<file path="src/rtl/addsub_pkg.sv">
// Shared types for the bit-serial add/subtract sequencer: FSM states and op encoding.
package addsub_pkg;

   typedef enum logic [1:0] {
      IDLE = 2'd0,
      RUN  = 2'd1,
      DONE = 2'd2
   } state_t;

   localparam logic OP_ADD = 1'b0;
   localparam logic OP_SUB = 1'b1;

endpackage

</file>
<file path="src/rtl/full_adder.sv">
// Single-bit full-adder cell.
module full_adder (
   input  logic a,
   input  logic b,
   input  logic ci,
   output logic s_c,
   output logic co_c
);

   assign s_c  = a ^ b ^ ci;
   assign co_c = (a & b) | (ci & (a ^ b));

endmodule

</file>
<file path="src/rtl/full_subtractor.sv">
// Single-bit full-subtractor cell: d = a - b - bi, with borrow-out.
module full_subtractor (
   input  logic a,
   input  logic b,
   input  logic bi,
   output logic d_c,
   output logic bo_c
);

   assign d_c  = a ^ b ^ bi;
   assign bo_c = (~a & b) | (~(a ^ b) & bi);

endmodule

</file>
<file path="src/rtl/serial_bit_slice.sv">
// One-bit add/subtract slice: adder and subtractor cells side by side, selected by op.
module serial_bit_slice
   import addsub_pkg::*;
(
   input  logic op,
   input  logic a,
   input  logic b,
   input  logic cbin,
   output logic res_c,
   output logic cbout_c
);

   logic sum_c, carry_c, diff_c, borrow_c;

   full_adder u_fa (
      .a    (a),
      .b    (b),
      .ci   (cbin),
      .s_c  (sum_c),
      .co_c (carry_c)
   );

   full_subtractor u_fs (
      .a    (a),
      .b    (b),
      .bi   (cbin),
      .d_c  (diff_c),
      .bo_c (borrow_c)
   );

   assign res_c   = (op == OP_SUB) ? diff_c   : sum_c;
   assign cbout_c = (op == OP_SUB) ? borrow_c : carry_c;

endmodule

</file>
<file path="src/rtl/serial_addsub_seq.sv">
// Bit-serial add/subtract sequencer, LSB first, one bit per clock, start/busy/done handshake.
// SERIAL_ADDSUB_SEXT_IMM_EN adds imm_sel/imm16 to load B from a sign-extended 16-bit immediate.
module serial_addsub_seq
   import addsub_pkg::*;
#(
   parameter int unsigned WIDTH = 32
) (
   input  logic             clk,
   input  logic             rst_n,
   input  logic             start,
   input  logic             op,
   input  logic [WIDTH-1:0] a,
   input  logic [WIDTH-1:0] b,
   output logic             busy,
   output logic             done,
   output logic [WIDTH-1:0] result,
   output logic             cout,
   output logic             ovf
`ifdef SERIAL_ADDSUB_SEXT_IMM_EN
   ,
   input  logic             imm_sel,
   input  logic [15:0]      imm16
`endif
);

   localparam int unsigned CW = $clog2(WIDTH + 1);

   state_t           state, state_nxt;
   logic             busy_nxt, done_nxt;
   logic [WIDTH-1:0] sh_a, sh_b, b_src_c;
   logic [CW-1:0]    cnt;
   logic             op_q, cy_q, a_msb, b_msb;
   logic             bit_res_c, bit_cy_c, ovf_c;
   logic             accept_c, last_c;

   assign accept_c = (state == IDLE) && start;
   assign last_c   = (cnt == CW'(WIDTH));

   // B operand source: port b, or the sign-extended immediate when selected
   always_comb begin
      b_src_c = b;
`ifdef SERIAL_ADDSUB_SEXT_IMM_EN
      if (imm_sel) begin
         for (int i = 0; i < int'(WIDTH); i++) begin
            b_src_c[i] = (i < 16) ? imm16[4'(i)] : imm16[15];
         end
      end
`endif
   end

   serial_bit_slice u_slice (
      .op      (op_q),
      .a       (sh_a[0]),
      .b       (sh_b[0]),
      .cbin    (cy_q),
      .res_c   (bit_res_c),
      .cbout_c (bit_cy_c)
   );

   // Signed overflow from the operand sign bits captured at start
   always_comb begin
      if (op_q == OP_ADD) begin
         ovf_c = (a_msb == b_msb) && (result[WIDTH-1] != a_msb);
      end else begin
         ovf_c = (a_msb != b_msb) && (result[WIDTH-1] != a_msb);
      end
   end

   always_ff @(posedge clk) begin
      if (!rst_n) begin
         state <= IDLE;
      end else begin
         state <= state_nxt;
      end
   end

   // RUN spends WIDTH bit cycles plus one exit cycle, giving done one edge after the last bit
   always_comb begin
      state_nxt = state;
      busy_nxt  = 1'b0;
      done_nxt  = 1'b0;
      unique case (state)
         IDLE:    if (start)  state_nxt = RUN;
         RUN:     if (last_c) state_nxt = DONE;
         DONE:    state_nxt = IDLE;
         default: state_nxt = IDLE;
      endcase
      busy_nxt = (state_nxt != IDLE);
      done_nxt = (state_nxt == DONE);
   end

   always_ff @(posedge clk) begin
      if (!rst_n) begin
         busy <= 1'b0;
         done <= 1'b0;
      end else begin
         busy <= busy_nxt;
         done <= done_nxt;
      end
   end

   // Operand shifters, carry/borrow flop, bit counter and result assembly
   always_ff @(posedge clk) begin
      if (!rst_n) begin
         sh_a   <= '0;
         sh_b   <= '0;
         op_q   <= OP_ADD;
         a_msb  <= 1'b0;
         b_msb  <= 1'b0;
         cnt    <= '0;
         cy_q   <= 1'b0;
         result <= '0;
         cout   <= 1'b0;
         ovf    <= 1'b0;
      end else if (accept_c) begin
         sh_a   <= a;
         sh_b   <= b_src_c;
         op_q   <= op;
         a_msb  <= a[WIDTH-1];
         b_msb  <= b_src_c[WIDTH-1];
         cnt    <= '0;
         cy_q   <= 1'b0;
         result <= '0;
         cout   <= 1'b0;
         ovf    <= 1'b0;
      end else if (state == RUN) begin
         if (!last_c) begin
            sh_a   <= sh_a >> 1;
            sh_b   <= sh_b >> 1;
            result <= {bit_res_c, result[WIDTH-1:1]};
            cy_q   <= bit_cy_c;
            cnt    <= cnt + CW'(1);
         end else begin
            cout <= cy_q;
            ovf  <= ovf_c;
         end
      end
   end

endmodule

</file>
<file path="config.mk">
export PLATFORM = sky130hd
export DESIGN_NAME = serial_addsub_seq
export DESIGN_NICKNAME = d
export VERILOG_FILES = /design/src/rtl/addsub_pkg.sv /design/src/rtl/full_adder.sv /design/src/rtl/full_subtractor.sv /design/src/rtl/serial_bit_slice.sv /design/src/rtl/serial_addsub_seq.sv
export SDC_FILE = /design/constraint.sdc
export NUM_CORES = 1
export LEC_CHECK = 0
export ABC_AREA = 1
export ABC_CLOCK_PERIOD_IN_PS = 2800
export CAP_MARGIN = 20
export CORE_ASPECT_RATIO = 1.2
export CORE_MARGIN = 5
export CORE_UTILIZATION = 56
export CTS_CLUSTER_DIAMETER = 150
export CTS_CLUSTER_SIZE = 40
export DETAILED_ROUTE_END_ITERATION = 6
export PLACE_DENSITY = 0.86
export SYNTH_ARGS = -nofsm -noshare
export SYNTH_HDL_FRONTEND = slang
export SYNTH_SLANG_ARGS = --single-unit
</file>
<file path="constraint.sdc">
create_clock -name clk -period 2.8 [get_ports clk]
set_input_delay 0.7 -clock clk [delete_from_list [all_inputs] [get_ports clk]]
set_output_delay 0.7 -clock clk [all_outputs]
set_load 0.02 [all_outputs]
</file>
==> metrics.md, run 1 <==
| Metric | Value |
|---|---|
| Clock Tree Buf Depth | 2 |
| Fin Setup TNS | 0 ps |
| Reg2reg path depth | 7 |
| Share of layout cells above drive strength 1 | 0.05693 |
| Post-DRT Antenna Nets | 0 |
| Hold path start | cnt[5] |
| Crit Path Class | reg -> out |
| Final Cycle Share | 0.7476 |
| Max Fclk | 477.7 MHz |
| Worst skew pair latency | 370 ps |
| TritonRoute pass-1 iters | 5 |
| CTS tree | yes |
| Yosys top cell by area | dfxtp_1 |
| Die area | 0.01142 mm^2 |
| H-tree depth | 3 |
| R2R Path Start | cnt[0] |
| Met2 wire len | 6367 um |
| Prevailing post-synth register cell | dfxtp_1 |
| PortBufs | 103 |
| Vias in the first global route | 4645 |
| Post-synth EDFFs | 0 |
| Multi-input logic area | 0.002610 mm^2 |
| Fillers | 744 |
| Slowest-stage cell, CP | clkdlybuf4s50_1 |
| Largest net degree at the start of global routing | 67 |
| CP Max Fanout | 4 |
| Critical path capture point type | output port |
| Buffers & Inverters on Critical Path | 1 |
| Worst hold path class | reg -> reg |
| Clk_skew | 7.318 ps |
| Crit-path cells | clkdlybuf4s50_1 |
| Post-DP HPWL | 8198 um |
| Die width | 98.38 um |
| Setup Fix Bufs, Post-CTS | 0 |
| Clk sinks | 112 |
| Global placement routability congestion | 0.8225 |
| Placed inst area | 0.006210 mm^2 |
| Root Buffer Master | clkbuf_8 |
| Post-Syn Area | 0.005249 mm^2 |
| Total GRT Usage | 0.2202 |
| Antenna violations before repair | 0 |
| Flop2flop setup slack | 810 ps |
| Num ports | 104 |
| P&R area growth vs syn | 22.48% |
| Met1 WL | 5498 um |
| Hold Violations, Final | 0 |
| Die height | 116.1 um |
| Drc violations | 0 |
| Synth top area cells | dfxtp_1 43%, nand3_1 22%, nand2_1 13%, a21oi_1 9.8%, buf_2 3.1% |
| Remaining Overflow, GRT | 0 |
| Synthesis Warnings | 0 |
| Fin area | 0.006429 mm^2 |
| Worst EP required | 2100 ps |
| PD cells | 508.8 mW/mm^2 |
| Post-synth ARST share | 0 |
| Slew @ Worst Pin | 692.6 ps |
| Slowest stage delay, CP | 630 ps |
| ANT cells | 0 |
| Top-count cell post-synth | nand3_1 |
| Peak VDD IR | 0.3029 mV |
| First-pass GRT wire length | 21240 um |
| Vias per cell | 5.673 |
| Inserted Clock Buffers | 9 |
| Mean Syn Cell Area | 7.036 um^2 |
| Core area | 0.009129 mm^2 |
| Fin nets | 876 |
| Delay-heaviest family, CP | buffers and inverters |
| Syn nets | 818 |
| Total wire length | 12850 um |
| RSZ-0062 raised after global routing | no |
| Cts hold-fix bufs | 0 |
| Synth cell count leaders | 232 x nand3_1, 176 x nand2_1, 112 x dfxtp_1 |
| Final setup viols | 0 |
| Max Used Layer | met4 |
| Max-slew headroom | 0.5383 |
| Sequential share of the synthesized area | 0.4272 |
| Reg area | 0.002242 mm^2 |
| Worst Hold Depth | 2 |
| Clock slew at reported path FFs | 100 ps |
| Worst R2R End | result[12] |
| Crit path launch type | register |
| Share of the synthesized area in the top cell type | 0.4272 |
| 1st-iter DRT viols | 583 |
| Slew Viols, Final | 0 |
| Syn Inst Count | 746 |
| Leakage power total | 2.419 nW |
| Starting Density | 0.5750 |
| Resize count post-CTS | 0 |
| DR WL met3 | 718 um |
| #FFs+latches synth | 112 |
| DR vias | 5265 |
| Worst Hold End | cnt[5] |
| MaxCap Viol Count | 0 |
| Routed WL per cell | 13.85 um |
| WP data arrival | 1390 ps |
| Cell Rows | 38 |
| Min Clock Period, post-route | 2093 ps |
| Status | finished clean |
| Netlist cell types | 23 |
-- worst min-delay path, stage by stage (launching register included) --
cell     delay [ps]
dfxtp_1         330
nand2_1          60
a21oi_1          50
-- layer usage --
metal	vias up	GRT usage
li1	2639	-
met3	23	0.04214
met1	2423	0.2873
met5	-	0
met4	0	0.08288
met2	180	0.3640
-- layout make-up --
cell class | count | share of cell area
clock buffer | 10 | 0.02141
clock inverter | 5 | 0.01265
inverter | 15 | 0.008758
multi-input combinational | 548 | 0.4060
sequential | 112 | 0.3488
tap | 120 | 0.02336
timing repair buffer | 118 | 0.1791
-- flip-flops by register name (all words and copies together), names as in the netlist --
| signal | count |
|---|---|
| busy | 1 |
| b_msb | 1 |
| op_q | 1 |
| cnt | 6 |
| state | 2 |
| sh_b | 32 |
| ovf | 1 |
| sh_a | 32 |
| cout | 1 |
| cy_q | 1 |
| a_msb | 1 |
| done | 1 |
| result | 32 |
-- worst max-delay path by stage --
| stage | end | cells past startpoint | from | slack, ps |
|---|---|---|---|---|
| after floorplan | sh_a[11] | 8 | start | 1140 |
| after global placement | state[1] | 4 | rst_n | 690 |
| after detailed placement | sh_a[0] | 4 | rst_n | 640 |
| after CTS | result[31] | 1 | result[31] | 690 |
| after global routing | result[12] | 7 | cnt[0] | 620 |
| final | result[31] | 1 | result[31] | 710 |
-- report_power, final --
group          switching, mW  internal [mW]
logic                  0.305          0.214
registers             0.0370           1.66
clock network          0.534          0.524
-- metrics by stage --
step	util	cells	setup WS [ps]	hold WS [ps]	total power [mW]
detailed placement	0.6802	913	637.6	455.7	2.243
CTS	0.7042	928	690.5	470.8	3.283
global placement	0.6802	913	694.9	446.9	2.228
finish	0.7042	928	706.6	468.9	3.271
floorplan	-	746	1142	433.0	2.085
global route	0.7042	928	621.4	487.7	3.412
-- layout by cell type, fill, tap and decap left out, drive strengths merged, types with 5 or more instances in the layout --
cell / synthesis / layout
buf: 41 / 16
nand4: 6 / 6
clkdlybuf4s50: 0 / 102
a21oi: 103 / 103
nand2: 179 / 179
nor2: 15 / 15
clkbuf: 30 / 10
inv: 15 / 15
nand3: 233 / 233
o21ai: 5 / 5
dfxtp: 112 / 112
-- cell families (layout without fill, tap and decap cells) --
family | after synthesis | after routing | share of synthesized area
AND/OR/NAND/NOR | 435 | 435 | 0.3774
flip-flops | 112 | 112 | 0.4272
AO/OA/AOI/OAI | 108 | 108 | 0.1030
buffers and inverters | 86 | 148 | 0.07843
adder cells (fa/ha/maj) | 4 | 4 | 0.01240
XOR/XNOR | 1 | 1 | 0.001669
No activity file was read; power rests on OpenSTA's default activity.
==> run 2: changes to the inputs <==
--- a/config.mk
+++ b/config.mk
@@ -6,15 +6,15 @@
 export NUM_CORES = 1
 export LEC_CHECK = 0
 export ABC_AREA = 1
-export ABC_CLOCK_PERIOD_IN_PS = 2800
+export ABC_CLOCK_PERIOD_IN_PS = 2100
 export CAP_MARGIN = 20
 export CORE_ASPECT_RATIO = 1.2
 export CORE_MARGIN = 5
-export CORE_UTILIZATION = 56
+export CORE_UTILIZATION = 52
 export CTS_CLUSTER_DIAMETER = 150
 export CTS_CLUSTER_SIZE = 40
 export DETAILED_ROUTE_END_ITERATION = 6
-export PLACE_DENSITY = 0.86
+export PLACE_DENSITY = 0.8
 export SYNTH_ARGS = -nofsm -noshare
 export SYNTH_HDL_FRONTEND = slang
 export SYNTH_SLANG_ARGS = --single-unit
==> constraint.sdc (replaced) <==
create_clock -name clk -period 2.1 [get_ports clk]
set_input_delay 0.525 -clock clk [delete_from_list [all_inputs] [get_ports clk]]
set_output_delay 0.525 -clock clk [all_outputs]
set_load 0.02 [all_outputs]
==> run 2 against run 1 <==
Effect of this change:
- final cell count grew 0.97%
- clock skew grew 3.2 ps
- critical path type unchanged
- total power grew 40%
- wire length grew 1.5%
- largest power group unchanged
==> metrics.md, run 2 (same netlist as run 1, synthesis figures left out) <==
| Metric | Value |
|---|---|
| Hold path start | result[0] |
| Root Buffer Master | clkbuf_16 |
| Inserted Clock Buffers | 9 (unchanged) |
| CP Max Fanout | 4 (unchanged) |
| PD cells | 697.8 mW/mm^2 (+37%) |
| M1 GR Usage | 0.2768 (-0.01044) |
| Max-slew headroom | 0.5892 (+0.05086) |
| Post-DRT Antenna Nets | 0 (unchanged) |
| Slowest-stage cell, CP | clkdlybuf4s50_1 |
| Peak VDD IR | 0.4773 mV (+58%) |
| Vias per cell | 5.604 (-1.2%) |
| Worst hold path class | reg -> reg |
| Clock share of power | 0.350 (+0.026) |
| WP data arrival | 1340 ps (-50 ps) |
| Slew @ Worst Pin | 615.4 ps (-77.19 ps) |
| R2R Path Start | cnt[0] |
| Delay-heaviest family, CP | buffers and inverters |
| Worst R2R End | sh_b[30] |
| Resize count post-CTS | 0 (unchanged) |
| Flop2flop setup slack | 420 ps (-390 ps) |
| P&R area growth vs syn | 24.77% |
| Antenna violations before repair | 0 (unchanged) |
| Reg2reg path depth | 7 (unchanged) |
| CTS tree | yes |
| Worst skew pair latency | 340 ps (-30 ps) |
| Global placement routability congestion | 0.8032 (-2.3%) |
| Clk_skew | 10.49 ps (+3.171 ps) |
| Total wire length | 13040 um (+1.5%) |
| Flop pwr share | 0.494 (-0.024) |
| Cell Rows | 40 (+5.3%) |
| Die height | 120.1 um (+3.4%) |
| Combinational power share | 0.156 (-0.003) |
| M2 GR Usage | 0.3605 (-0.003531) |
| Crit path launch type | register |
| Min Clock Period, post-route | 1868 ps |
| Biggest regs | result x32, sh_a x32, sh_b x32 |
| Die area | 0.01221 mm^2 (+7.0%) |
| Worst Hold Depth | 2 (unchanged) |
| Fin Setup TNS | 0 ps (unchanged) |
| Remaining Overflow, GRT | 0 (unchanged) |
| Worst Hold End | result[0] |
| Fillers | 854 (+15%) |
| Crit Path Class | reg -> out |
| Fin nets | 878 (+0.23%) |
| Clock slew at reported path FFs | 70 ps (-30 ps) |
| Cts hold-fix bufs | 0 (unchanged) |
| Worst EP required | 1570 ps (-530 ps) |
| Routed WL per cell | 13.92 um (+0.53%) |
| Final setup viols | 0 (unchanged) |
| Final Cycle Share | 0.8893 |
| DR vias | 5251 (-0.27%) |
| Clk sinks | 112 (unchanged) |
| M3 GR Usage | 0.03663 (-0.005515) |
| Sw frac | 0.2706 (+0.002728) |
| Clock Tree Buf Depth | 2 (unchanged) |
| Crit-path cells | clkdlybuf4s50_1 |
| Hold Violations, Final | 0 (unchanged) |
| 1st-iter DRT viols | 382 (-34%) |
| Internal power | 3.333 mW (+39%) |
| Commonest non-fill, non-tap cell in the layout | nand3_1 |
| Starting Density | 0.5270 (-0.04796) |
| Post-DP HPWL | 8658 um (+5.6%) |
| ANT cells | 0 (unchanged) |
| Leakage power total | 2.472 nW (+2.2%) |
| Num ports | 104 (unchanged) |
| Max Fclk | 535.5 MHz |
| NetSw | 1.237 mW (+41%) |
| TritonRoute pass-1 iters | 5 (unchanged) |
| First-pass GRT wire length | 21700 um (+2.2%) |
| Critical path capture point type | output port |
| Largest net degree at the start of global routing | 63 (-6.0%) |
| Drc violations | 0 (unchanged) |
| PortBufs | 103 (unchanged) |
| Total GRT Usage | 0.2116 (-0.008591) |
| Setup Fix Bufs, Post-CTS | 0 (unchanged) |
| H-tree depth | 3 (unchanged) |
| Slowest stage delay, CP | 630 ps (about the same) |
| Slew Viols, Final | 0 (unchanged) |
| Share of layout cells above drive strength 1 | 0.05919 (+0.002255) |
| Core area | 0.009960 mm^2 (+9.1%) |
| MaxCap Viol Count | 0 (unchanged) |
| Final core utilization | 0.6575 (-0.04668) |
| Top Usage Layer GRT | met2 |
| Buffers & Inverters on Critical Path | 1 (unchanged) |
| Status | finished clean |
| Most frequent cells in the layout | 231 x nand3_1, 176 x nand2_1, 112 x dfxtp_1 |
| Vias in the first global route | 4719 (+1.6%) |
| RSZ-0062 raised after global routing | no |
| Die width | 101.7 um (+3.4%) |
[run 2: changes by cell type in the layout (fill, tap and decap cells not counted)]
| cell | before | now |
|---|---|---|
| inv_6 | 0 | 2 |
| buf_4 | 14 | 13 |
| bufinv_16 | 2 | 0 |
| clkbuf_8 | 10 | 0 |
| clkbuf_1 | 0 | 1 |
| buf_12 | 1 | 4 |
| clkbuf_16 | 0 | 9 |
| inv_8 | 0 | 1 |
[run 2: worst max path at each step]
| stage | depth (start not counted) | from | to |
|---|---|---|---|
| floorplan | 8 | start | sh_a[11] |
| global placement | 5 | rst_n | a_msb |
| detailed placement | 5 | rst_n | a_msb |
| CTS | 1 | result[31] | result[31] |
| global route | 1 | result[31] | result[31] |
| finish | 1 | result[31] | result[31] |
[run 2: power groups by stage]
stage          sequential, mW  combinational, mW  clock, mW
2_1_floorplan            2.30              0.482          0
3_3_place_gp             2.30              0.695          0
3_5_place_dp             2.31              0.709          0
4_1_cts                  2.26              0.716       1.62
5_1_grt                  2.27              0.794       1.72
6_report                 2.26              0.714       1.60
[run 2: through the flow]
step / cells / hold slack (ps) / worst slack [ps] / cell area, um^2 / power, mW
floorplan: 746 / 433.0 / 617.1 / 5249 / 2.780
global placement: 921 / 446.2 / 160.6 / 6270 / 2.997
detailed placement: 921 / 455.0 / 97.68 / 6270 / 3.017
CTS: 937 / 466.3 / 218.1 / 6549 / 4.597
global route: 937 / 491.7 / 180.3 / 6549 / 4.779
finish: 937 / 465.2 / 232.4 / 6549 / 4.570
[run 2: area by class of cell]
class / instances / area, um^2 / area share
multi-input cells: 548 / 2610 / 0.3985
flip-flops and latches: 112 / 2242 / 0.3424
repair buffers: 120 / 1204 / 0.1838
clock buffers: 10 / 229.0 / 0.03496
well taps: 126 / 157.7 / 0.02407
inverters: 15 / 56.30 / 0.008598
clock inverters: 6 / 50.05 / 0.007642
[run 2: per-layer routing]
| metal | vias to the layer above | wire length [um] | share of wire |
|---|---|---|---|
| li1 | 2637 | - | - |
| met1 | 2473 | 5671 | 0.43 |
| met2 | 132 | 6589 | 0.51 |
| met3 | 9 | 635 | 0.049 |
| met4 | 0 | 146 | 0.011 |
| met5 | - | 0 | 0 |
==> run 3: changes to the inputs <==
--- a/config.mk
+++ b/config.mk
@@ -8,7 +8,7 @@
 export ABC_AREA = 1
 export ABC_CLOCK_PERIOD_IN_PS = 2100
 export CAP_MARGIN = 20
-export CORE_ASPECT_RATIO = 1.2
+export CORE_ASPECT_RATIO = 1.5
 export CORE_MARGIN = 5
 export CORE_UTILIZATION = 52
 export CTS_CLUSTER_DIAMETER = 150
==> run 3 against run 2 <==
Effect of this change:
- clock skew shrank 5.7 ps
- hold slack gained 2.5 ps
- register-to-register slack lost 210 ps
- cell area is essentially flat
- clock power grew 5%
- core utilization shrank 0.45 points
- combinational power is essentially flat
- setup slack lost 33 ps
- maximum frequency shrank 1.8%
- critical path depth is the same
- critical endpoint unchanged
- largest cell class unchanged
- largest power group unchanged
==> metrics.md, run 3 (same netlist as run 1, synthesis figures left out) <==
| Metric | Value |
|---|---|
| Status | finished clean |
| Worst EP required | 1570 ps (about the same) |
| Setup Fix Bufs, Post-CTS | 0 (unchanged) |
| TritonRoute pass-1 iters | 5 (unchanged) |
| Die area | 0.01224 mm^2 (+0.27%) |
| Share of layout cells above drive strength 1 | 0.05686 (-0.002326) |
| Dpl cells | 910 (-1.2%) |
| Num ports | 104 (unchanged) |
| Vias in the first global route | 5021 (+6.4%) |
| Worst hold path class | reg -> reg |
| Slew Viols, Final | 0 (unchanged) |
| Remaining Overflow, GRT | 0 (unchanged) |
| Fin Setup TNS | 0 ps (unchanged) |
| CP Max Fanout | 4 (unchanged) |
| DR vias | 5292 (+0.78%) |
| Cell Rows | 45 (+13%) |
| Final setup viols | 0 (unchanged) |
| Crit Path Class | reg -> out |
| Worst skew pair latency | 340 ps (about the same) |
| Leakage power total | 2.470 nW (about the same) |
| Clk_skew | 4.802 ps (-5.688 ps) |
| Fin nets | 876 (-0.23%) |
| Clock slew at reported path FFs | 70 ps (about the same) |
| Die height | 133.0 um (+11%) |
| PortBufs | 103 (unchanged) |
| ANT cells | 0 (unchanged) |
| Fin area | 0.006545 mm^2 (about the same) |
| Resize count post-CTS | 0 (unchanged) |
| Inserted Clock Buffers | 9 (unchanged) |
| Post-DRT Antenna Nets | 0 (unchanged) |
| P&R area growth vs syn | 24.70% (about the same) |
| Starting Density | 0.5237 (-0.003290) |
| Global placement routability congestion | 0.8053 (+0.26%) |
| Antenna violations before repair | 0 (unchanged) |
| Biggest regs | result x32, sh_a x32, sh_b x32 |
| Crit-path cells | clkdlybuf4s50_1 |
| Final Cycle Share | 0.9052 (+0.01591) |
| RSZ-0062 raised after global routing | no |
| Clock Tree Buf Depth | 2 (unchanged) |
| M2 GR Usage | 0.3638 (+0.003347) |
| Cts hold-fix bufs | 0 (unchanged) |
| Peak VDD IR | 0.4978 mV (+4.3%) |
| CTS tree | yes |
| Drc violations | 0 (unchanged) |
| Largest net degree at the start of global routing | 67 (+6.3%) |
| 1st-iter DRT viols | 517 (+35%) |
| PD cells | 710.8 mW/mm^2 (+1.9%) |
| Slowest-stage cell, CP | clkdlybuf4s50_1 |
| Placed inst area | 0.006256 mm^2 (-0.22%) |
| M3 GR Usage | 0.04835 (+0.01172) |
| H-tree depth | 3 (unchanged) |
| Top Usage Layer GRT | met2 |
| Non-Filler Instances | 926 (-1.2%) |
| Total wire length | 13350 um (+2.4%) |
| Max Fclk | 526.0 MHz (-1.8%) |
| Total GRT Usage | 0.2166 (+0.004983) |
| Root Buffer Master | clkbuf_16 |
| Max-slew headroom | 0.5681 (-0.02102) |
| Slowest stage delay, CP | 650 ps (+20 ps) |
| Hold Violations, Final | 0 (unchanged) |
| Vias per cell | 5.715 (+2.0%) |
| Critical path capture point type | output port |
| Delay-heaviest family, CP | buffers and inverters |
| First-pass GRT wire length | 22440 um (+3.4%) |
| Clk sinks | 112 (unchanged) |
| Slew @ Worst Pin | 646.9 ps (+31.48 ps) |
| Min Clock Period, post-route | 1901 ps (+33.40 ps) |
| Routed WL per cell | 14.42 um (+3.6%) |
| Commonest non-fill, non-tap cell in the layout | nand3_1 |
| Die width | 92.03 um (-9.5%) |
| Crit path launch type | register |
| WP data arrival | 1380 ps (+40 ps) |
| Core area | 0.01002 mm^2 (+0.63%) |
| M1 GR Usage | 0.2681 (-0.008735) |
| Buffers & Inverters on Critical Path | 1 (unchanged) |
| MaxCap Viol Count | 0 (unchanged) |
| Post-DP HPWL | 8371 um (-3.3%) |
| Most frequent cells in the layout | 231 x nand3_1, 176 x nand2_1, 112 x dfxtp_1 |
## run 3: path summary, 6_finish.rpt
kind | start | end | slack, ps | cells after the start
min reg2reg | cnt[5] | cnt[5] | 470 | 2
max reg2reg | cnt[0] | sh_a[0] | 210 | 8
min | cnt[5] | cnt[5] | 470 | 2
max | result[31] | result[31] | 200 | 1
## run 3: report_power, final
part	internal [mW]	total, mW	switching (mW)
Combinational	0.299	0.715	0.416
Sequential	2.21	2.26	0.0502
Clock	0.920	1.68	0.759
Total	3.43	4.65	1.22
## run 3: worst register-to-register path: stages, from the launching register on
cell     delay [ps]
dfxtp_1         410
inv_1            90
ha_1            240
inv_1            60
nor3_1           60
nand3_2          70
buf_4           510
nand3_1         220
a21oi_1         170
## run 3: layout make-up
type	count	area (um^2)
fillers	863	3477
multi-input cells	548	2610
flip-flops and latches	112	2242
repair buffers	118	1201
clock buffers	10	229.0
well taps	117	146.4
clock inverters	6	60.06
inverters	15	56.30
## run 3: through the flow
stage	power (mW)	utilization	hold slack, ps	setup WS (ps)
floorplan	2.780	-	433.0	617.1
global placement	2.999	0.6242	447.3	226.1
detailed placement	3.016	0.6242	455.8	141.5
CTS	4.669	0.6531	466.2	180.9
global route	4.856	0.6531	480.1	50.04
finish	4.652	0.6531	467.7	199.0
## run 3: layer usage
metal | routed length [um] | share of wire
met1 | 5490 | 0.41
met2 | 6680 | 0.50
met3 | 931 | 0.070
met4 | 248 | 0.019
met5 | 0 | 0
